### config.mk
export PLATFORM = sky130hd
export DESIGN_NAME = i3c_reset_sequencer_flat
export DESIGN_NICKNAME = d
export VERILOG_FILES = /design/src/rtl/i3c_reset_seq_pkg.sv /design/src/rtl/i3c_reset_sequencer_if.sv /design/src/rtl/i3c_sat_counter.sv /design/src/rtl/i3c_reset_sequencer.sv /design/src/flat_wrapper.sv
export SDC_FILE = /design/constraint.sdc
export NUM_CORES = 1
export LEC_CHECK = 0
export BUFFER_PORTS_ARGS = -buffer_cell sky130_fd_sc_hd__clkbuf_2
export CAP_MARGIN = 20
export CORE_MARGIN = 4
export CORE_UTILIZATION = 55
export DETAILED_ROUTE_END_ITERATION = 12
export PLACE_DENSITY = 0.79
export SYNTH_ARGS = -nofsm -noshare
export SYNTH_HDL_FRONTEND = slang
export SYNTH_HIERARCHICAL = 1
export SYNTH_SLANG_ARGS = --single-unit
### constraint.sdc
create_clock -name clk_i -period 3.1 [get_ports clk_i]
set_input_delay 0.62 -clock clk_i [delete_from_list [all_inputs] [get_ports clk_i]]
set_output_delay 0.62 -clock clk_i [all_outputs]
set_load 0.02 [all_outputs]
### src/rtl/i3c_reset_seq_pkg.sv
// Shared types and default constants for the I3C peripheral reset sequencer.
package i3c_reset_seq_pkg;

    localparam int unsigned DefHoldCycles = 16;
    localparam int unsigned DefAckTimeout = 256;
    localparam int unsigned DefCntWidth   = 8;

    // Wide enough for the largest legal ready-wait length.
    localparam int unsigned TmrWidth = 16;

    typedef enum logic [1:0] {
        ST_IDLE       = 2'd0,
        ST_ASSERT     = 2'd1,
        ST_WAIT_READY = 2'd2,
        ST_DONE       = 2'd3
    } state_e;

endpackage

### src/rtl/i3c_reset_sequencer_if.sv
// Request, ready and status signals between the I3C core, the sequencer and the peripheral.
interface i3c_reset_sequencer_if #(
    parameter int unsigned CntWidth = i3c_reset_seq_pkg::DefCntWidth
);
    logic                peripheral_reset_i;
    logic                escalated_reset_i;
    logic                periph_ready_i;
    logic                periph_rst_o;
    logic                peripheral_reset_done_o;
    logic                escalated_req_o;
    logic                busy_o;
    logic                timeout_o;
    logic [CntWidth-1:0] periph_rst_cnt_o;
    logic [CntWidth-1:0] escalated_cnt_o;

    // Core/peripheral side of the bundle.
    modport master (
        output peripheral_reset_i, escalated_reset_i, periph_ready_i,
        input  periph_rst_o, peripheral_reset_done_o, escalated_req_o,
        input  busy_o, timeout_o, periph_rst_cnt_o, escalated_cnt_o
    );

    // Sequencer side of the bundle.
    modport slave (
        input  peripheral_reset_i, escalated_reset_i, periph_ready_i,
        output periph_rst_o, peripheral_reset_done_o, escalated_req_o,
        output busy_o, timeout_o, periph_rst_cnt_o, escalated_cnt_o
    );
endinterface

### src/rtl/i3c_sat_counter.sv
// Event counter that sticks at all-ones instead of wrapping; synchronous clear wins over increment.
module i3c_sat_counter #(
    parameter int unsigned Width = 8
) (
    input  logic             clk_i,
    input  logic             clr_i,
    input  logic             inc_i,
    output logic [Width-1:0] cnt_o
);
    always_ff @(posedge clk_i) begin
        if (clr_i) begin
            cnt_o <= '0;
        end else if (inc_i && (cnt_o != '1)) begin
            cnt_o <= cnt_o + Width'(1);
        end
    end
endmodule

### src/rtl/i3c_reset_sequencer.sv
// Turns I3C core reset requests into a timed peripheral reset, waits for the peripheral
// to report ready (bounded), and hands completion and escalation events back to the core.
module i3c_reset_sequencer
    import i3c_reset_seq_pkg::*;
#(
    parameter int unsigned HoldCycles = DefHoldCycles,
    parameter int unsigned AckTimeout = DefAckTimeout,
    parameter int unsigned CntWidth   = DefCntWidth
) (
    input logic                  clk_i,
    input logic                  rst_i,
    i3c_reset_sequencer_if.slave bus
);
    localparam logic [TmrWidth-1:0] HoldLoad = TmrWidth'(HoldCycles - 1);
    localparam logic [TmrWidth-1:0] AckLoad  = TmrWidth'(AckTimeout - 1);

    state_e                state_q, state_d;
    logic [TmrWidth-1:0]   tmr_q, tmr_d;
    logic                  seq_esc_q, seq_esc_d;
    logic                  timeout_q, timeout_d;
    logic                  per_q, esc_q, armed_q;
    logic                  per_rise, esc_rise;
    logic                  per_inc, esc_inc;
    logic                  periph_rst_q, done_q, busy_q, esc_req_q;
    logic [CntWidth-1:0]   per_cnt, esc_cnt;

    // armed_q keeps a level that is already high when reset releases from reading as an edge.
    assign per_rise = armed_q & bus.peripheral_reset_i & ~per_q;
    assign esc_rise = armed_q & bus.escalated_reset_i & ~esc_q;

    always_comb begin
        state_d   = state_q;
        tmr_d     = tmr_q;
        seq_esc_d = seq_esc_q;
        timeout_d = timeout_q;
        per_inc   = 1'b0;
        esc_inc   = 1'b0;
        if (esc_rise) begin
            state_d   = ST_ASSERT;
            tmr_d     = HoldLoad;
            seq_esc_d = 1'b1;
            esc_inc   = 1'b1;
        end else begin
            unique case (state_q)
                ST_IDLE: begin
                    if (per_rise) begin
                        state_d   = ST_ASSERT;
                        tmr_d     = HoldLoad;
                        seq_esc_d = 1'b0;
                    end
                end
                ST_ASSERT: begin
                    if (tmr_q == '0) begin
                        state_d = ST_WAIT_READY;
                        tmr_d   = AckLoad;
                    end else begin
                        tmr_d = tmr_q - TmrWidth'(1);
                    end
                end
                ST_WAIT_READY: begin
                    if (bus.periph_ready_i) begin
                        state_d = ST_DONE;
                        per_inc = 1'b1;
                    end else if (tmr_q == '0) begin
                        state_d   = ST_DONE;
                        timeout_d = 1'b1;
                        per_inc   = 1'b1;
                    end else begin
                        tmr_d = tmr_q - TmrWidth'(1);
                    end
                end
                ST_DONE: begin
                    // An escalated sequence also waits for its own request to drop.
                    if (!bus.peripheral_reset_i && !(seq_esc_q && bus.escalated_reset_i)) begin
                        state_d = ST_IDLE;
                    end
                end
                default: state_d = ST_IDLE;
            endcase
        end
    end

    // State, edge-detect and registered outputs, all derived from the next state.
    always_ff @(posedge clk_i) begin
        if (rst_i) begin
            state_q      <= ST_IDLE;
            tmr_q        <= '0;
            seq_esc_q    <= 1'b0;
            timeout_q    <= 1'b0;
            per_q        <= 1'b0;
            esc_q        <= 1'b0;
            armed_q      <= 1'b0;
            periph_rst_q <= 1'b0;
            done_q       <= 1'b0;
            busy_q       <= 1'b0;
            esc_req_q    <= 1'b0;
        end else begin
            state_q      <= state_d;
            tmr_q        <= tmr_d;
            seq_esc_q    <= seq_esc_d;
            timeout_q    <= timeout_d;
            per_q        <= bus.peripheral_reset_i;
            esc_q        <= bus.escalated_reset_i;
            armed_q      <= 1'b1;
            periph_rst_q <= (state_d == ST_ASSERT);
            done_q       <= (state_d == ST_DONE);
            busy_q       <= (state_d != ST_IDLE);
            esc_req_q    <= esc_rise;
        end
    end

    i3c_sat_counter #(.Width(CntWidth)) u_per_cnt (
        .clk_i (clk_i),
        .clr_i (rst_i),
        .inc_i (per_inc),
        .cnt_o (per_cnt)
    );

    i3c_sat_counter #(.Width(CntWidth)) u_esc_cnt (
        .clk_i (clk_i),
        .clr_i (rst_i),
        .inc_i (esc_inc),
        .cnt_o (esc_cnt)
    );

    assign bus.periph_rst_o            = periph_rst_q;
    assign bus.peripheral_reset_done_o = done_q;
    assign bus.escalated_req_o         = esc_req_q;
    assign bus.busy_o                  = busy_q;
    assign bus.timeout_o               = timeout_q;
    assign bus.periph_rst_cnt_o        = per_cnt;
    assign bus.escalated_cnt_o         = esc_cnt;
endmodule

### src/flat_wrapper.sv
// flat-port wrapper written by rule: the top's interface ports become plain ports
module i3c_reset_sequencer_flat import i3c_reset_seq_pkg::*;
#(
    parameter int unsigned HoldCycles = DefHoldCycles,
    parameter int unsigned AckTimeout = DefAckTimeout,
    parameter int unsigned CntWidth   = DefCntWidth
)
  (clk_i, rst_i, bus_peripheral_reset_i, bus_escalated_reset_i, bus_periph_ready_i, bus_periph_rst_o, bus_peripheral_reset_done_o, bus_escalated_req_o, bus_busy_o, bus_timeout_o, bus_periph_rst_cnt_o, bus_escalated_cnt_o);
  i3c_reset_sequencer_if #(.CntWidth(CntWidth)) bus_i ();
  input logic clk_i;
  input logic rst_i;
  input wire logic [$bits(bus_i.peripheral_reset_i)-1:0] bus_peripheral_reset_i;
  input wire logic [$bits(bus_i.escalated_reset_i)-1:0] bus_escalated_reset_i;
  input wire logic [$bits(bus_i.periph_ready_i)-1:0] bus_periph_ready_i;
  output wire logic [$bits(bus_i.periph_rst_o)-1:0] bus_periph_rst_o;
  output wire logic [$bits(bus_i.peripheral_reset_done_o)-1:0] bus_peripheral_reset_done_o;
  output wire logic [$bits(bus_i.escalated_req_o)-1:0] bus_escalated_req_o;
  output wire logic [$bits(bus_i.busy_o)-1:0] bus_busy_o;
  output wire logic [$bits(bus_i.timeout_o)-1:0] bus_timeout_o;
  output wire logic [$bits(bus_i.periph_rst_cnt_o)-1:0] bus_periph_rst_cnt_o;
  output wire logic [$bits(bus_i.escalated_cnt_o)-1:0] bus_escalated_cnt_o;
  assign bus_i.peripheral_reset_i = bus_peripheral_reset_i;
  assign bus_i.escalated_reset_i = bus_escalated_reset_i;
  assign bus_i.periph_ready_i = bus_periph_ready_i;
  assign bus_periph_rst_o = bus_i.periph_rst_o;
  assign bus_peripheral_reset_done_o = bus_i.peripheral_reset_done_o;
  assign bus_escalated_req_o = bus_i.escalated_req_o;
  assign bus_busy_o = bus_i.busy_o;
  assign bus_timeout_o = bus_i.timeout_o;
  assign bus_periph_rst_cnt_o = bus_i.periph_rst_cnt_o;
  assign bus_escalated_cnt_o = bus_i.escalated_cnt_o;
  i3c_reset_sequencer #(.HoldCycles(HoldCycles), .AckTimeout(AckTimeout), .CntWidth(CntWidth)) u_core (.clk_i(clk_i), .rst_i(rst_i), .bus(bus_i));
endmodule
=== Word level (Yosys, flattened, before mapping) ===
Index checks and enable logic that the tools add are counted.

* Bits in registers: 43
* Bits in latches: 0
* Memory bits (writable): 0
* ROM bits: 0
* Bits of input ports: 5
* Output and inout port bits: 21
* Logic and storage cells: 78
* Memories kept: 0

* Add/sub/neg operators: 3
* Multipliers: 0
* Div/mod/pow operators: 0
* Order comparisons: 0
* Eq/ne operators: 13
* Shifts and indexed selects: 0
* Muxes and demuxes: 22
* Bitwise gates (word level): 8
* Reductions and logical operators: 18

{| class="wikitable"
|+ Operators with widths
! kind !! number
|-
| 2-to-1 mux 16 bit || 4
|-
| case mux 16 bit (3 select lines) || 1
|-
| adder 8 x 1 -> 8 bit (second input constant) || 2
|-
| zero test 16 bit || 1
|-
| inequality test 8 bit (second input constant) || 2
|-
| subtractor 16 x 1 -> 16 bit (second input constant) || 1
|-
| 2-to-1 mux 2 bit || 6
|-
| AND reduction 4 bit || 3
|-
| 2-to-1 mux 1 bit || 9
|-
| case mux 2 bit (4 select lines) || 1
|-
| equality test 2 bit (second input constant) || 3
|-
| inequality test 3 x 2 -> 1 bit (second input constant) || 2
|-
| nonzero test 2 bit || 3
|-
| bitwise AND 1 bit || 4
|-
| equality test 2 x 1 -> 1 bit (second input constant) || 2
|-
| logical AND 1 bit || 4
|-
| 2-to-1 mux 4 bit || 1
|-
| inequality test 2 bit (second input constant) || 2
|-
| NOT 1 bit || 4
|-
| nonzero test 4 bit || 1
|-
| inequality test 3 x 1 -> 1 bit (second input constant) || 1
|-
| nonzero test 3 bit || 1
|-
| zero test 1 bit || 2
|-
| zero test 2 bit || 1
|-
| other kinds (3) || 3
|}

=== Longest topological paths before layout ===
Gate-level depths: netlist (run 1).

* Word-level depth: 7
* Gate-level depth with buffers: 9
* Mapped depth without buffers: 8

=== Modules after synthesis ===
Netlist (run 1), hierarchy kept.

{| class="wikitable"
|+ Modules (own cells, without submodules)
! module !! instances !! cells each !! area an instance (um^2) !! seq. area each (um^2)
|-
| i3c_reset_sequencer || 1 || 177 || 1530.2 || 540.5
|-
| i3c_sat_counter || 2 || 46 || 430.4 || 160.2
|}

=== Worst setup path after synthesis (run 1) ===
OpenSTA, ideal clock, no wires.

* Path type: reg2reg
* Start: register u_core.tmr_q[0]
* End: register u_core.u_per_cnt.cnt_o[3]
* Library setup time: 69 ps
* Arrival: 2359 ps
* Required time: 3031 ps
* Path slack: 672 ps
* Stages on the path, launching flop included: 9
* Path buffers: 0
* Clock period less this slack: 2428 ps
* Cell sequence: dfxtp_1 > inv_1 > ha_1 > or4b_1 > o41a_1 > nor2_1 > nand4_1 > or3_2 > o21ai_1

* Word-level cells in the longest chain between the ends: 6

{| class="wikitable"
|+ RTL lines
! what !! line !! source
|-
| start: declaration || i3c_reset_sequencer.sv:18 || <nowiki>logic [TmrWidth-1:0] tmr_q, tmr_d;</nowiki>
|-
| start signal: assignment || i3c_reset_sequencer.sv:99 || <nowiki>tmr_q <= tmr_d;</nowiki>
|-
| zero test 16 bit || i3c_reset_sequencer.sv:64 || <nowiki>end else if (tmr_q == '0) begin</nowiki>
|-
| 2-to-1 mux 1 bit || i3c_reset_sequencer.sv:64 ||
|-
| 2-to-1 mux 1 bit || i3c_reset_sequencer.sv:61 || <nowiki>if (bus.periph_ready_i) begin</nowiki>
|-
| 2-to-1 mux 1 bit || i3c_reset_sequencer.sv:44 || <nowiki>unique case (state_q)</nowiki>
|-
| 2-to-1 mux 1 bit || i3c_reset_sequencer.sv:38 || <nowiki>if (esc_rise) begin</nowiki>
|-
| named net u_core.per_inc || i3c_reset_sequencer.sv:23 || <nowiki>logic per_inc, esc_inc;</nowiki>
|-
| logical AND 1 bit || i3c_sat_counter.sv:13 || <nowiki>end else if (inc_i && (cnt_o != '1)) begin</nowiki>
|-
| end signal: assignment || i3c_sat_counter.sv:14 || <nowiki>cnt_o <= cnt_o + Width'(1);</nowiki>
|-
| end: declaration || i3c_sat_counter.sv:8 || <nowiki>output logic [Width-1:0] cnt_o</nowiki>
|}

The timed path passes the listed nets, and every way through them passes these cells.
A chain may end at the register's enable or synchronous reset.

=== Worst setup path after layout (run 1) ===
* Start: register u_core.tmr_q[6]
* End: register u_core.u_per_cnt.cnt_o[3]

Same word-level chain as after synthesis.

==> run_results.csv, run 1 <==
group,metric,value,unit
outcome,status,"finished clean",
power,leakagePower,1.01,nW
sta,relSlewSlack,54.1,%
critical_path,critical_path.max_fanout,8,
sta,grt_setup_unrepaired,"no",
power,seqPwrFrac,41.3,%
logic_synthesis,syn-cell-area,2390,um^2
hold_path,hold_path.class,"flip-flop to flip-flop",
drt,route.detailed.wl_per_inst,15.2,um
power,power.switching_fraction,33.9,%
sta,clock-skew-final,0.00553,ns
clocking,cts_tree,"built",
layout,layout.cells.most_common,"sky130_fd_sc_hd__dfxtp_1",
clocking,post-cts-setup-buffer-count,0,
power,internal_power,1.01,mW
sta,worst-slew-pin-transition,0.686,ns
layout,area_growth_syn_to_layout,9.94,%
layout,proportion_of_layout_cells_with_a_drive_suffix_above_1,18.6,%
logic_synthesis,synthCells,269,
sta,timing.final.max_slew_violations,0,
critical_path,setup.worst_path.class,"flip-flop to flip-flop",
clocking,hold_buf_count_cts,0,
sta,max_freq,366,MHz
clocking,cts-resized-gates,0,
global_route,grt_pass1_wl,9050,um
critical_path,timing.critical_path.required,3.32,ns
logic_synthesis,synth-warning-count,6,
layout,antennaDiodeCount,0,
logic_synthesis,synth.avg_cell_area,8.89,um^2
power,clockPowerShare,27.0,%
power,switchingPower,0.520,mW
sta,period_share,88.2,%
place,detailed_place.area,2530,um^2
sta,setup_total_negative_slack,0,ns
global_route,grt_pass1_vias,1954,
sta,period_minus_slack,2.73,ns
drt,wirelength,5240,um
global_route,aggregate_global_route_resource_usage,20.5,%
clocking,numCtsBuffers,5,
layout,most-common-layout-cells,"sky130_fd_sc_hd__dfxtp_1 (43), sky130_fd_sc_hd__a21oi_1 (27), sky130_fd_sc_hd__nor2_1 (26)",
drt,route.vias.total,2132,
sta,final_hold_viol_count,0,
clocking,cts_htree_levels,2,
floorplanning,die_w,73.9,um
power,pwr_density_cell,584,nW/um^2
critical_path,worst_ep_arrival_time,2.96,ns
floorplanning,pin_count,26,
drt,drt_pass1_iterations,4,
place,portBuffers,25,
global_route,grt-ovfl-total,0,
global_route,grt_antenna_before_repair,0,
floorplanning,coreArea,4120,um^2
drt,vias_per_cell,6.18,
layout,nets,308,
drt,drc,0,
power,pwr-share-comb,31.7,%
logic_synthesis,fraction_of_the_yosys_area_taken_by_sequential_cells,36.0,%
logic_synthesis,asyncSetResetFlopFracSynth,0,%
logic_synthesis,dominantRegCellSynth,"sky130_fd_sc_hd__dfxtp_1",
logic_synthesis,synth_edf_count,0,
job,drv.max_cap_violation_count,0,
critical_path,worst_setup_path_end_kind,"flip-flop",
clocking,ctsLongestPathBuffers,2,
logic_synthesis,ys_seq_elements,43,
place,dp_hpwl,3750,um
logic_synthesis,syn_nets,282,
floorplanning,fp.dieH,73.9,um
floorplanning,die_area,5470,um^2
critical_path,setup.worst_path.start_class,"flip-flop",
drt,postRouteAntennaNets,0,
clocking,clk_root_buffer_cell,"sky130_fd_sc_hd__clkbuf_8",
global_route,maximum_number_of_pins_on_one_net_before_global_route_repair,33,
power,design_power_total,1.53,mW
sta,holdWs,0.467,ns
logic_synthesis,netlist-cell-type-count,66,
floorplanning,initial_utilization,58.1,%
clocking,clk_latency_worst_skew_pair,0.29,ns
layout,design_area,2630,um^2
place,gp_congestion,0.884,
clocking,clock_sinks,43,
drt,initialDrtViolationCount,164,
sta,setup_viol_count_final,0,
floorplanning,num_rows,23,
power,worst_ir_drop_vdd,0.375,mV
clocking,cts.clk_slew.worst_paths,0.08,ns
synthesized netlist by cell type (all sizes together), types with 3 or more instances:
master / number / share of area, %
o221ai: 4 / 1.7
and4: 4 / 1.5
nor3: 11 / 2.7
or4: 4 / 1.4
a21oi: 27 / 5.7
a2111oi: 3 / 1.2
inv: 12 / 1.9
o21ai: 8 / 1.7
clkbuf: 3 / 0.47
xnor2: 3 / 1.1
o31ai: 3 / 0.94
buf: 5 / 2.4
a31oi: 3 / 0.79
nand3: 6 / 1.3
nand2: 19 / 3.0
dfxtp: 43 / 36
a211oi: 7 / 2.2
nor4: 4 / 1.7
or3: 8 / 2.2
nor2: 27 / 4.3
a21boi: 4 / 2.2
mux2i: 3 / 1.3
o21bai: 4 / 1.3
nand2b: 3 / 0.79
and3: 3 / 1.2
ha: 8 / 4.2
nand4: 4 / 1.0
routing by layer:
metal,part of all wire (%),vias to the layer above,GRT usage (%)
met4,1.1,0,4.83
li1,-,1071,-
met5,0,-,0
met1,47,1004,27.9
met2,47,48,33.9
met3,4.1,9,3.78
worst max-delay path, stage by stage, from the launching register on:
cell and delay, ns:
sky130_fd_sc_hd__dfxtp_1 0.38, sky130_fd_sc_hd__or4_1 0.73, sky130_fd_sc_hd__o41a_1 0.49, sky130_fd_sc_hd__nor2_1 0.35, sky130_fd_sc_hd__nand4_1 0.20, sky130_fd_sc_hd__or3_2 0.44, sky130_fd_sc_hd__o21ai_1 0.09
registers in the layout, indices dropped and copies added (netlist names), 2 cells and up:
register and count:
u_core/state_q 2, u_core/tmr_q 16, u_core/u_esc_cnt/cnt_o 8, u_core/u_per_cnt/cnt_o 8
stage by stage:
stage | cells | setup WS, ns | util [%]
floorplan | 269 | 0.672 | -
global placement | 338 | 0.519 | 61.4
detailed placement | 338 | 0.415 | 61.4
CTS | 345 | 0.377 | 63.9
global route | 345 | 0.190 | 63.9
finish | 345 | 0.367 | 63.9
logic make-up (layout without fill, tap and decap cells):
group,count (synthesis),after routing,share of synthesized area (%)
flip-flops,43,43,36.0
adder cells (fa/ha/maj),8,8,4.19
multiplexers,5,5,2.51
AND/OR/NAND/NOR,106,106,25.5
buffers and inverters,21,47,4.87
AO/OA/AOI/OAI,83,83,25.8
XOR/XNOR,3,3,1.10
final timing paths:
check                           slack, ns                   endpoint             start  depth (start not counted)
worst min register to register       0.47           u_core/seq_esc_q  u_core/seq_esc_q                          2
worst min-delay path                 0.47           u_core/seq_esc_q  u_core/seq_esc_q                          2
worst max-delay path                 0.37  u_core/u_per_cnt/cnt_o[3]   u_core/tmr_q[6]                          6
worst max register to register       0.37  u_core/u_per_cnt/cnt_o[3]   u_core/tmr_q[6]                          6
cell type report:
cell class,count,area [um^2]
Timing Repair Buffer,27,140
Clock buffer,6,72.6
Clock inverter,1,30.0
Sequential cell,43,861
Multi-Input combinational cell,205,1410
Inverter,13,48.8
Tap cell,50,62.6
Fill cell,372,1490
power by group through the flow:
stage	Combinational [mW]	Sequential, mW	Clock, mW
6_report	0.486	0.634	0.414
5_1_grt	0.536	0.640	0.446
4_1_cts	0.480	0.633	0.430
3_5_place_dp	0.477	0.645	0
3_3_place_gp	0.469	0.644	0
2_1_floorplan	0.380	0.649	0
Note: power is estimated with default switching activity, not from simulation.
==> run 2, diff against run 1 <==
- RECOVER_POWER: unset -> 50
==> run_results.csv, run 2 (synthesis results as in run 1) <==
group,metric,value,unit
power,seqPwrFrac,41.4,%
place,dp_slack,0.415,ns
floorplanning,fp.dieH,73.9,um
layout,nets,308,
global_route,aggregate_global_route_resource_usage,20.5,%
sta,period_share,88.4,%
global_route,grt-ovfl-total,0,
sta,setup_total_negative_slack,0,ns
critical_path,timing.critical_path.required,3.32,ns
floorplanning,num_rows,23,
sta,period_minus_slack,2.74,ns
global_route,maximum_number_of_pins_on_one_net_before_global_route_repair,33,
outcome,status,"finished clean",
power,clockPowerShare,27.1,%
floorplanning,initial_utilization,58.1,%
critical_path,worst_setup_path_end_kind,"flip-flop",
clocking,ctsLongestPathBuffers,2,
sta,max_freq,365,MHz
layout,antennaDiodeCount,0,
global_route,grt_pass1_wl,9050,um
power,internal_power,1.01,mW
clocking,clk_latency_worst_skew_pair,0.29,ns
global_route,grt_use_met3,3.78,%
drt,drt_pass1_iterations,4,
floorplanning,pin_count,26,
power,power.switching_fraction,34.0,%
drt,initialDrtViolationCount,165,
clocking,cts-resized-gates,0,
clocking,numCtsBuffers,5,
layout,final_core_utilization,63.1,%
sta,grt_setup_unrepaired,"no",
power,pwr-share-comb,31.5,%
floorplanning,coreArea,4120,um^2
drt,drc,0,
clocking,cts_tree,"built",
layout,largest-register,"u_core/tmr_q",
power,pwr_density_cell,590,nW/um^2
global_route,use_met2,33.9,%
clocking,clock_sinks,43,
layout,area_growth_syn_to_layout,8.63,%
power,worst_ir_drop_vdd,0.376,mV
layout,layout.cells.most_common,"sky130_fd_sc_hd__dfxtp_1",
layout,design_area,2600,um^2
critical_path,critical_path.max_fanout,8,
global_route,grt_antenna_before_repair,0,
clocking,cts_htree_levels,2,
layout,reg_top3,"u_core/tmr_q x16, u_core/u_esc_cnt/cnt_o x8, u_core/u_per_cnt/cnt_o x8",
clocking,cts.clk_slew.worst_paths,0.08,ns
global_route,grt-busiest-layer,"met2",
clocking,post-cts-setup-buffer-count,0,
floorplanning,die_w,73.9,um
global_route,grt_pass1_vias,1954,
floorplanning,die_area,5470,um^2
clocking,clk_root_buffer_cell,"sky130_fd_sc_hd__clkbuf_8",
power,switchingPower,0.521,mW
place,gp_congestion,0.884,
sta,relSlewSlack,11.5,%
job,drv.max_cap_violation_count,0,
sta,setup_slack,0.358,ns
layout,most-common-layout-cells,"sky130_fd_sc_hd__dfxtp_1 (43), sky130_fd_sc_hd__a21oi_1 (27), sky130_fd_sc_hd__nor2_1 (26)",
clocking,hold_buf_count_cts,0,
layout,largest_register_ff_count,16,
drt,wirelength,5300,um
sta,holdWs,0.467,ns
drt,route.vias.total,2141,
critical_path,setup.worst_path.class,"flip-flop to flip-flop",
sta,clock-skew-final,0.00569,ns
sta,final_hold_viol_count,0,
drt,route.detailed.wl_per_inst,15.4,um
place,detailed_place.area,2530,um^2
layout,proportion_of_layout_cells_with_a_drive_suffix_above_1,10.8,%
place,portBuffers,25,
sta,worst-slew-pin-transition,1.33,ns
hold_path,hold_path.class,"flip-flop to flip-flop",
power,leakagePower,0.934,nW
drt,postRouteAntennaNets,0,
drt,vias_per_cell,6.21,
critical_path,worst_ep_arrival_time,2.96,ns
place,dp_hpwl,3750,um
sta,timing.final.max_slew_violations,0,
global_route,groute.layer.met1.usage,27.9,%
layout,final.fill_count,387,
critical_path,setup.worst_path.start_class,"flip-flop",
sta,setup_viol_count_final,0,
run 2: changes by cell type in the layout (fill, tap and decap cells not counted):
cell	change
sky130_fd_sc_hd__clkbuf_2	-22
sky130_fd_sc_hd__mux2_4	-1
sky130_fd_sc_hd__o21ai_1	-1
sky130_fd_sc_hd__clkbuf_1	+22
sky130_fd_sc_hd__o21ai_0	+1
sky130_fd_sc_hd__mux2_1	+1
run 2: cell type report:
cell class | count | area, um^2 | area share [%]
Sequential cell | 43 | 861 | 33.1
Inverter | 13 | 48.8 | 1.88
Multi-Input combinational cell | 205 | 1410 | 54.3
Timing Repair Buffer | 27 | 113 | 4.34
Tap cell | 50 | 62.6 | 2.41
Clock inverter | 1 | 30.0 | 1.16
Clock buffer | 6 | 72.6 | 2.79
run 2: metrics by stage:
step / cells / power (mW)
2_1_floorplan: 269 / 1.03
3_3_place_gp: 338 / 1.11
3_5_place_dp: 338 / 1.12
4_1_cts: 345 / 1.54
5_1_grt: 345 / 1.62
6_report: 345 / 1.53
run 2: final timing paths:
check | depth (start not counted) | slack (ns) | end | start
worst max-delay path | 6 | 0.36 | u_core/u_per_cnt/cnt_o[3] | u_core/tmr_q[6]
worst min-delay path | 2 | 0.47 | u_core/seq_esc_q | u_core/seq_esc_q
worst max register to register | 6 | 0.36 | u_core/u_per_cnt/cnt_o[3] | u_core/tmr_q[6]
worst min register to register | 2 | 0.47 | u_core/seq_esc_q | u_core/seq_esc_q
run 2: worst max-delay path, stage by stage (launching register included):
cell and delay [ns]:
sky130_fd_sc_hd__dfxtp_1 0.38, sky130_fd_sc_hd__or4_1 0.73, sky130_fd_sc_hd__o41a_1 0.49, sky130_fd_sc_hd__nor2_1 0.35
sky130_fd_sc_hd__nand4_1 0.21, sky130_fd_sc_hd__or3_2 0.43, sky130_fd_sc_hd__o21ai_1 0.09
run 2: layer usage:
metal | vias to the layer above | part of all wire, % | routed length, um
met5 | - | 0 | 0
met4 | 0 | 0.96 | 51
met3 | 7 | 4.5 | 239
met2 | 49 | 47 | 2510
met1 | 1013 | 47 | 2500
li1 | 1072 | - | -
run 2: power groups by stage:
stage	Combinational, mW	Sequential (mW)	Clock [mW]
floorplan	0.380	0.649	0
global placement	0.469	0.644	0
detailed placement	0.477	0.645	0
CTS	0.480	0.633	0.430
global route	0.532	0.640	0.446
finish	0.483	0.634	0.415
